==> config.mk <==
export PLATFORM = sky130hd
export DESIGN_NAME = gato_controller
export DESIGN_NICKNAME = d
export VERILOG_FILES = /design/src/rtl/gato_pkg.sv /design/src/rtl/gato_win_detect.sv /design/src/rtl/gato_controller.sv
export SDC_FILE = /design/constraint.sdc
export NUM_CORES = 1
export LEC_CHECK = 0
export ABC_CLOCK_PERIOD_IN_PS = 2800
export BUFFER_PORTS_ARGS = -buffer_cell sky130_fd_sc_hd__buf_2
export CAP_MARGIN = 10
export CORE_MARGIN = 1
export CORE_UTILIZATION = 50
export CTS_CLUSTER_SIZE = 24
export DETAILED_ROUTE_END_ITERATION = 16
export GPL_TIMING_DRIVEN = 0
export PLACE_DENSITY = 0.69
export SYNTH_ARGS = -nofsm -noshare
export SYNTH_HDL_FRONTEND = slang
export SYNTH_SLANG_ARGS = --single-unit
==> constraint.sdc <==
create_clock -name clk -period 2.8 [get_ports clk]
set_input_delay 0.7 -clock clk [delete_from_list [all_inputs] [get_ports clk]]
set_output_delay 0.7 -clock clk [all_outputs]
set_load 0.01 [all_outputs]
==> src/rtl/gato_pkg.sv <==
// Shared types and the winning-line table for the tic-tac-toe (gato) controller.
package gato_pkg;

   typedef enum logic [1:0] {
      EMPTY  = 2'b00,
      MARK_X = 2'b01,
      MARK_O = 2'b10
   } cell_t;

   typedef cell_t [8:0] board_t;

   typedef enum logic [1:0] {
      PLAY  = 2'b00,
      CHECK = 2'b01,
      WIN   = 2'b10,
      DRAW  = 2'b11
   } gato_state_t;

   localparam int unsigned N_CELLS = 9;
   localparam int unsigned N_LINES = 8;

   localparam board_t BOARD_EMPTY = '{default: EMPTY};

   // Rows, columns, then both diagonals (row-major cell indices).
   localparam logic [3:0] WIN_LINES [N_LINES][3] = '{
      '{4'd0, 4'd1, 4'd2},
      '{4'd3, 4'd4, 4'd5},
      '{4'd6, 4'd7, 4'd8},
      '{4'd0, 4'd3, 4'd6},
      '{4'd1, 4'd4, 4'd7},
      '{4'd2, 4'd5, 4'd8},
      '{4'd0, 4'd4, 4'd8},
      '{4'd2, 4'd4, 4'd6}
   };

endpackage

==> src/rtl/gato_win_detect.sv <==
// Combinational three-in-a-row detector over the registered board.
module gato_win_detect
   import gato_pkg::*;
(
   input  board_t board,
   output logic   line_win,
   output cell_t  win_mark
);

   always_comb begin
      line_win = 1'b0;
      win_mark = EMPTY;
      for (int l = 0; l < int'(N_LINES); l++) begin
         if ((board[WIN_LINES[l][0]] != EMPTY) &&
             (board[WIN_LINES[l][0]] == board[WIN_LINES[l][1]]) &&
             (board[WIN_LINES[l][1]] == board[WIN_LINES[l][2]])) begin
            line_win = 1'b1;
            win_mark = board[WIN_LINES[l][0]];
         end
      end
   end

endmodule

==> src/rtl/gato_controller.sv <==
// Tic-tac-toe sequencing controller: cursor, board, turn alternation, turn timer
// and registered win/draw result.
module gato_controller
   import gato_pkg::*;
#(
   parameter int unsigned TURN_CYCLES = 50_000_000,
   parameter int unsigned TW          = $clog2(TURN_CYCLES)
) (
   input  logic          clk,
   input  logic          rst,
   input  logic          mover,
   input  logic          colocar,
   output logic [3:0]    pos,
   output logic [17:0]   board,
   output logic          jugador,
   output logic [TW-1:0] time_left,
   output logic          timeout,
   output logic          illegal,
   output logic          win,
   output logic [1:0]    winner,
   output logic          draw
);

   localparam logic [TW-1:0] TIME_RELOAD = TW'(TURN_CYCLES - 1);
   localparam logic [3:0]    LAST_CELL   = 4'(N_CELLS - 1);
   localparam logic [3:0]    ALL_MOVES   = 4'(N_CELLS);

   gato_state_t   state_q, state_d;
   logic [3:0]    pos_q, pos_d;
   board_t        board_q, board_d;
   logic          jugador_q, jugador_d;
   logic [3:0]    moves_q, moves_d;
   logic [TW-1:0] time_q, time_d;
   logic          timeout_q, timeout_d;
   logic          illegal_q, illegal_d;
   logic          win_q, win_d;
   cell_t         winner_q, winner_d;
   logic          draw_q, draw_d;

   logic          line_win_c;
   cell_t         win_mark_c;

   gato_win_detect u_win_detect (
      .board    (board_q),
      .line_win (line_win_c),
      .win_mark (win_mark_c)
   );

   always_ff @(posedge clk or negedge rst) begin
      if (!rst) begin
         state_q   <= PLAY;
         pos_q     <= '0;
         board_q   <= BOARD_EMPTY;
         jugador_q <= 1'b1;
         moves_q   <= '0;
         time_q    <= TIME_RELOAD;
         timeout_q <= 1'b0;
         illegal_q <= 1'b0;
         win_q     <= 1'b0;
         winner_q  <= EMPTY;
         draw_q    <= 1'b0;
      end else begin
         state_q   <= state_d;
         pos_q     <= pos_d;
         board_q   <= board_d;
         jugador_q <= jugador_d;
         moves_q   <= moves_d;
         time_q    <= time_d;
         timeout_q <= timeout_d;
         illegal_q <= illegal_d;
         win_q     <= win_d;
         winner_q  <= winner_d;
         draw_q    <= draw_d;
      end
   end

   always_comb begin
      state_d   = state_q;
      pos_d     = pos_q;
      board_d   = board_q;
      jugador_d = jugador_q;
      moves_d   = moves_q;
      time_d    = time_q;
      timeout_d = 1'b0;
      illegal_d = 1'b0;
      win_d     = win_q;
      winner_d  = winner_q;
      draw_d    = draw_q;

      unique case (state_q)
         PLAY: begin
            // A valid placement takes priority over both mover and timer expiry.
            if (colocar && (board_q[pos_q] == EMPTY)) begin
               board_d[pos_q] = jugador_q ? MARK_X : MARK_O;
               moves_d        = moves_q + 4'd1;
               state_d        = CHECK;
            end else begin
               if (colocar) begin
                  illegal_d = 1'b1;
               end else if (mover) begin
                  pos_d = (pos_q == LAST_CELL) ? 4'd0 : pos_q + 4'd1;
               end
               if (time_q == '0) begin
                  timeout_d = 1'b1;
                  jugador_d = ~jugador_q;
                  time_d    = TIME_RELOAD;
               end else begin
                  time_d = time_q - TW'(1);
               end
            end
         end
         CHECK: begin
            if (line_win_c) begin
               state_d  = WIN;
               win_d    = 1'b1;
               winner_d = win_mark_c;
            end else if (moves_q == ALL_MOVES) begin
               state_d = DRAW;
               draw_d  = 1'b1;
            end else begin
               state_d   = PLAY;
               jugador_d = ~jugador_q;
               time_d    = TIME_RELOAD;
            end
         end
         WIN, DRAW: begin
            // Restart keeps the cursor where the players left it.
            if (colocar) begin
               state_d   = PLAY;
               board_d   = BOARD_EMPTY;
               jugador_d = 1'b1;
               moves_d   = '0;
               time_d    = TIME_RELOAD;
               win_d     = 1'b0;
               winner_d  = EMPTY;
               draw_d    = 1'b0;
            end
         end
         default: state_d = PLAY;
      endcase
   end

   assign pos       = pos_q;
   assign board     = board_q;
   assign jugador   = jugador_q;
   assign time_left = time_q;
   assign timeout   = timeout_q;
   assign illegal   = illegal_q;
   assign win       = win_q;
   assign winner    = winner_q;
   assign draw      = draw_q;

endmodule

# Word-level counts from Yosys, hierarchy flattened
# Cells that the tools add are included.
[word_totals]
reg_bits = 61
input_bits = 4
elab_cells = 152
[op_classes]
addsub = 3
order_cmp = 2
eq_ne = 29
n_mux = 60
n_bitwise = 3
n_reduce_logical = 36
[op_table]
columns = ["op", "n"]
rows = [
  ["26-bit two-way mux", 5],
  ["26-bit one-hot mux with 3 select lines", 1],
  ["18-bit two-way mux", 2],
  ["18-bit one-hot mux with 2 select lines", 1],
  ["2-bit == test", 16],
  ["2-bit two-way mux", 16],
  ["26-bit zero test", 1],
  ["26-bit by 1-bit subtractor with 26-bit output (second input constant)", 1],
  ["1-bit two-way mux", 23],
  ["18-bit bitwise mux", 1],
  ["1-bit logical AND", 18],
  ["2-bit inequality test (second input constant)", 8],
  ["2-bit nonzero test", 7],
  ["4-bit two-way mux", 3],
  ["4-bit AND reduction", 3],
  ["4-bit by 1-bit adder with 4-bit output (second input constant)", 2],
  ["2-bit binary-select mux with 4-bit select", 1],
  ["2-bit demux with 4-bit select", 1],
  ["4-bit == test (second input constant)", 2],
  ["4-bit one-hot mux with 2 select lines", 1],
  ["2-bit one-hot mux with 3 select lines", 1],
  ["3-bit AND reduction", 2],
  ["4-bit by 5-bit less-than comparator with 1-bit output (second input constant)", 1],
  ["5-bit AND reduction", 1],
  ["other kinds (10)", 15],
]

# Longest topological paths before layout
[logic_depth]
word_depth = 13
ltp_mapped = 10
depth_no_buf = 9

# Hierarchy
# Synthesis repeated with hierarchy kept, for this count alone.
[unflattened]
cells_unflattened = 442
area_unflattened_um2 = 3877.5
[by_module_without_submodules]
columns = ["module", "n_inst", "cells_per_inst", "area_each_um2", "seq_area_each_um2"]
rows = [
  ["gato_controller", 1, 366, 3374.5, 1550.2],
  ["gato_win_detect", 1, 76, 503.0, 0.0],
]

# Worst setup path after synthesis
# OpenSTA, ideal clock, no wires.
[synth_path]
kind = "register to register"
startpoint = "register time_q[16], in the netlist time_left[16]"
endpoint = "register time_q[9], in the netlist time_left[9]"
t_arrival_ns = 2.262
t_required_ns = 2.676
path_slack_ns = 0.414
stages_incl_launch_ff = 9
n_path_buf = 1
period_less_slack_ns = 2.386
cell_sequence = "dfrtp_1 or4_4 nor4b_4 nand3_2 o21a_1 buf_6 nand2_2 nor3_1 a211o_1"
[synth_via]
elab_chain_cells = 4
[synth_lines]
columns = ["item", "line", "source"]
rows = [
  ["start, declared", "gato_controller.sv:33", "logic [TW-1:0] time_q, time_d;"],
  ["start signal, assigned", "gato_controller.sv:68", "time_q <= time_d;"],
  ["26-bit zero test", "gato_controller.sv:103", "if (time_q == '0) begin"],
  ["26-bit two-way mux", "gato_controller.sv:103", ""],
  ["26-bit two-way mux", "gato_controller.sv:93", "if (colocar && (board_q[pos_q] == EMPTY)) begin"],
  ["26-bit one-hot mux with 3 select lines", "gato_controller.sv:90", "unique case (state_q)"],
]
# No other way between the ends. The select of a mux whose other input is x is not followed.
# A chain may end at the register's enable or synchronous reset.

# Worst setup path in the final report
[layout_path]
startpoint = "register board_q (netlist bit board[16])"
endpoint = "register time_q[1], in the netlist time_left[1]"
[layout_via]
elab_chain_cells = 10
word_cells_on_any_way = 19
classes_between = "eq/ne (5); mux (8); reduce/logical (6)"
[layout_lines]
columns = ["item", "line", "source"]
rows = [
  ["start, declared", "gato_controller.sv:30", "board_t board_q, board_d;"],
  ["start signal, assigned", "gato_controller.sv:65", "board_q <= board_d;"],
  ["2-bit == test", "gato_win_detect.sv:16", "(board[WIN_LINES[l][1]] == board[WIN_LINES[l][2]])) begin"],
  ["1-bit logical AND", "gato_win_detect.sv:15", "(board[WIN_LINES[l][0]] == board[WIN_LINES[l][1]]) &&"],
  ["1-bit two-way mux (6 in a row)", "gato_win_detect.sv:14", "if ((board[WIN_LINES[l][0]] != EMPTY) &&"],
  ["2-bit inequality test (no line)", "--", ""],
  ["4-bit AND reduction (no line) *", "--", ""],
]
# Mark *: on every way between the ends. The rest lies on a longest branch, timed or not. The select of a mux whose other input is x is not followed.

==> run metrics <==
Mean Syn Cell Area 8.90 um2; CP Max Fanout 10; core area 7330 um2; Yosys reg bits 61; Bufs and invs on worst path 3; die width 89.5 um; Clock Skews 0.00692 ns; FF-to-FF path depth 10; Final WS setup 0.105 ns; Post-Place Setup Slack -0.299 ns; fin nets 515; Antenna Nets Post-Route 0; vias in the first global route 3387; Area contributors post-synth dfrtp_1 27%, dfstp_2 13%, nand2_1 4.3%, o21ai_0 4.3%, nor3_1 4.1%; Crit-path slowest cell dfrtp_1; Post-synth top cells 44 x nand2_1, 42 x dfrtp_1, 33 x o21ai_0, 31 x nor3_1, 23 x nor2_1; ys async rst share 1.00; CTS buffer count 9; power density cells 1100 nW/um2; I/O pins 59; fmax 371 MHz; Synth area leader dfrtp_1; Post-synth EDFFs 0; total power 5.01 mW; Yosys cell types 68; top-count cell post-synth nand2_1; dpl hpwl 7490 um; Relative slew margins 0.473; Finish-stage setup viols 0; GP Congestion 0.949; Synth Flop Type dfrtp_1; CTS Root Cell clkbuf_8; fin crit share 0.962; setup_tns 0 ns; DRC 0; first-pass GRT wire length 16800 um; num rows 31; peak supply drop 0.503 mV; TritonCTS clock tree built; worst r2r src board[16]; count of warnings emitted by yosys 0; Crit path arrival time 2.96 ns; Tmin final 2.69 ns; FF/Latch Area 1550 um2; crit path kind reg -> reg; WL final 10400 um; Synth Net Count 441; starting density of the core 0.522; Via density 6.09; DR WL/cell 17.2 um; Fin. Hold Viols 0; DR pass1 iterations 5; Slew Viols, Final 0; delay-heaviest family, CP simple AND/OR/NAND/NOR gates; clock latency on the worst-skew pair 0.34 ns; share of the synthesized area in the top cell type 0.275; Clock Path Buffers 2; CTS Hold Bufs 0; Critical Path End Type flip-flop; Worst EP required 3.06 ns; via count 3700; multi-input logic area 2190 um2; Critical Path Start Type flip-flop; Worst path most repeated cell buf_2; reg-to-reg endpoint time_left[1]; All-Layer GR Usage 0.283; antenna violations before repair 0; CTS sink cnt 61; fin cells 608; worst hold slack 0.440 ns; CP peak stage delay 0.40 ns; LEAKAGE 2.04 nW; Max Cap Viol 0; Syn-to-layout area delta 18.9%; H-tree level count 3; Detailed Route Iter0 Violations 244; Worst Max-Slew Pin Slew 0.790 ns; crit path cell chain buf_2 -> and3_1 -> o2111ai_2 -> o21a_1 -> nand3_1 -> nor4_4 -> buf_4 -> o211a_1 -> buf_2 -> mux2_1; Die Y 89.5 um; FF-to-FF setup slack 0.11 ns; Synth Cell Area 3830 um2; Hold Crit Class in -> async; layout cells sized above 1 0.267; dpl cells 587; GRT overflow 0; Post-Synthesis Cells 430; post-synthesis sequential area ratio 0.405; fillers 651; Ant. Diodes 0; pin count of the biggest net entering global routing 35; run status completed; die area 8010 um2; I/O Buffers 57; Reg clk slew, reported paths 0.07 ns
## placed cells by master (no fill, tap or decap), types with 10 or more instances in the layout
cell,instances
a21oi_1,17
and3_1,11
buf_2,70
clkbuf_8,10
dfrtp_1,42
dfstp_2,19
mux2i_1,12
nand2_1,44
nand3_1,22
nor2_1,22
nor3_1,30
o21ai_0,33
o31ai_1,11
or3_1,12
## stage by stage
step	instance area, um2	utilization
2_1_floorplan	3830	-
3_3_place_gp	4240	0.578
3_5_place_dp	4260	0.581
4_1_cts	4460	0.608
5_1_grt	4550	0.621
6_report	4550	0.621
## per-layer routing
metal  up-vias  part of all wire  track usage
li1       1765                 -            -
met1      1762              0.42        0.352
met2       138              0.49        0.474
met3        35             0.052       0.0425
met4         0             0.035        0.152
met5         -                 0            0
## power by group
group | total (mW) | switching [mW] | internal (mW)
Sequential | 1.70 | 0.422 | 1.27
Combinational | 2.53 | 1.52 | 1.00
Clock | 0.786 | 0.356 | 0.430
## sequential cells by signal, summed over array words and instances (netlist names), 2 cells and up
signal,count
state_q,2
time_left,26
moves_q,4
pos,4
winner,2
board,18
## area by class of cell
cell class,instances,share of cell area
inverter,8,0.00660
tap,99,0.0272
timing repair buffer,64,0.0769
clock inverter,5,0.0110
clock buffer,11,0.0311
buffer,25,0.0264
multi-input combinational,335,0.480
sequential,61,0.340
## repair_timing
item | 4_1_cts | 5_1_grt
cloned | 0 | 0
resized for setup | 4 | 10
buffers inserted | 0 | 6
pin swaps | 0 | 3
setup endpoints to repair | 13 | 38
## cells by family (layout without fill, tap and decap cells)
kind of cell | Yosys count | count (layout) | synth area share
AO/OA/AOI/OAI | 122 | 122 | 0.218
XOR/XNOR | 3 | 3 | 0.00686
adder cells (fa/ha/maj) | 7 | 7 | 0.0229
buffers and inverters | 34 | 113 | 0.0395
flip-flops | 61 | 61 | 0.405
multiplexers | 14 | 14 | 0.0373
AND/OR/NAND/NOR | 189 | 189 | 0.271
## worst max path at each step
| stage | start | endpoint | cells past startpoint | slack, ns |
|---|---|---|---|---|
| 6_report | board[16] | time_left[1] | 10 | 0.11 |
| 5_1_grt | pos[0] | board[16] | 8 | -0.001 |
| 4_1_cts | pos[0] | board[5] | 9 | 0.04 |
| 3_5_place_dp | state_q[1] | board[5] | 8 | -0.30 |
| 3_3_place_gp | pos[0] | board[6] | 9 | -0.27 |
| 2_1_floorplan | time_left[16] | time_left[9] | 8 | 0.41 |
(Power assumes the default switching activity.)
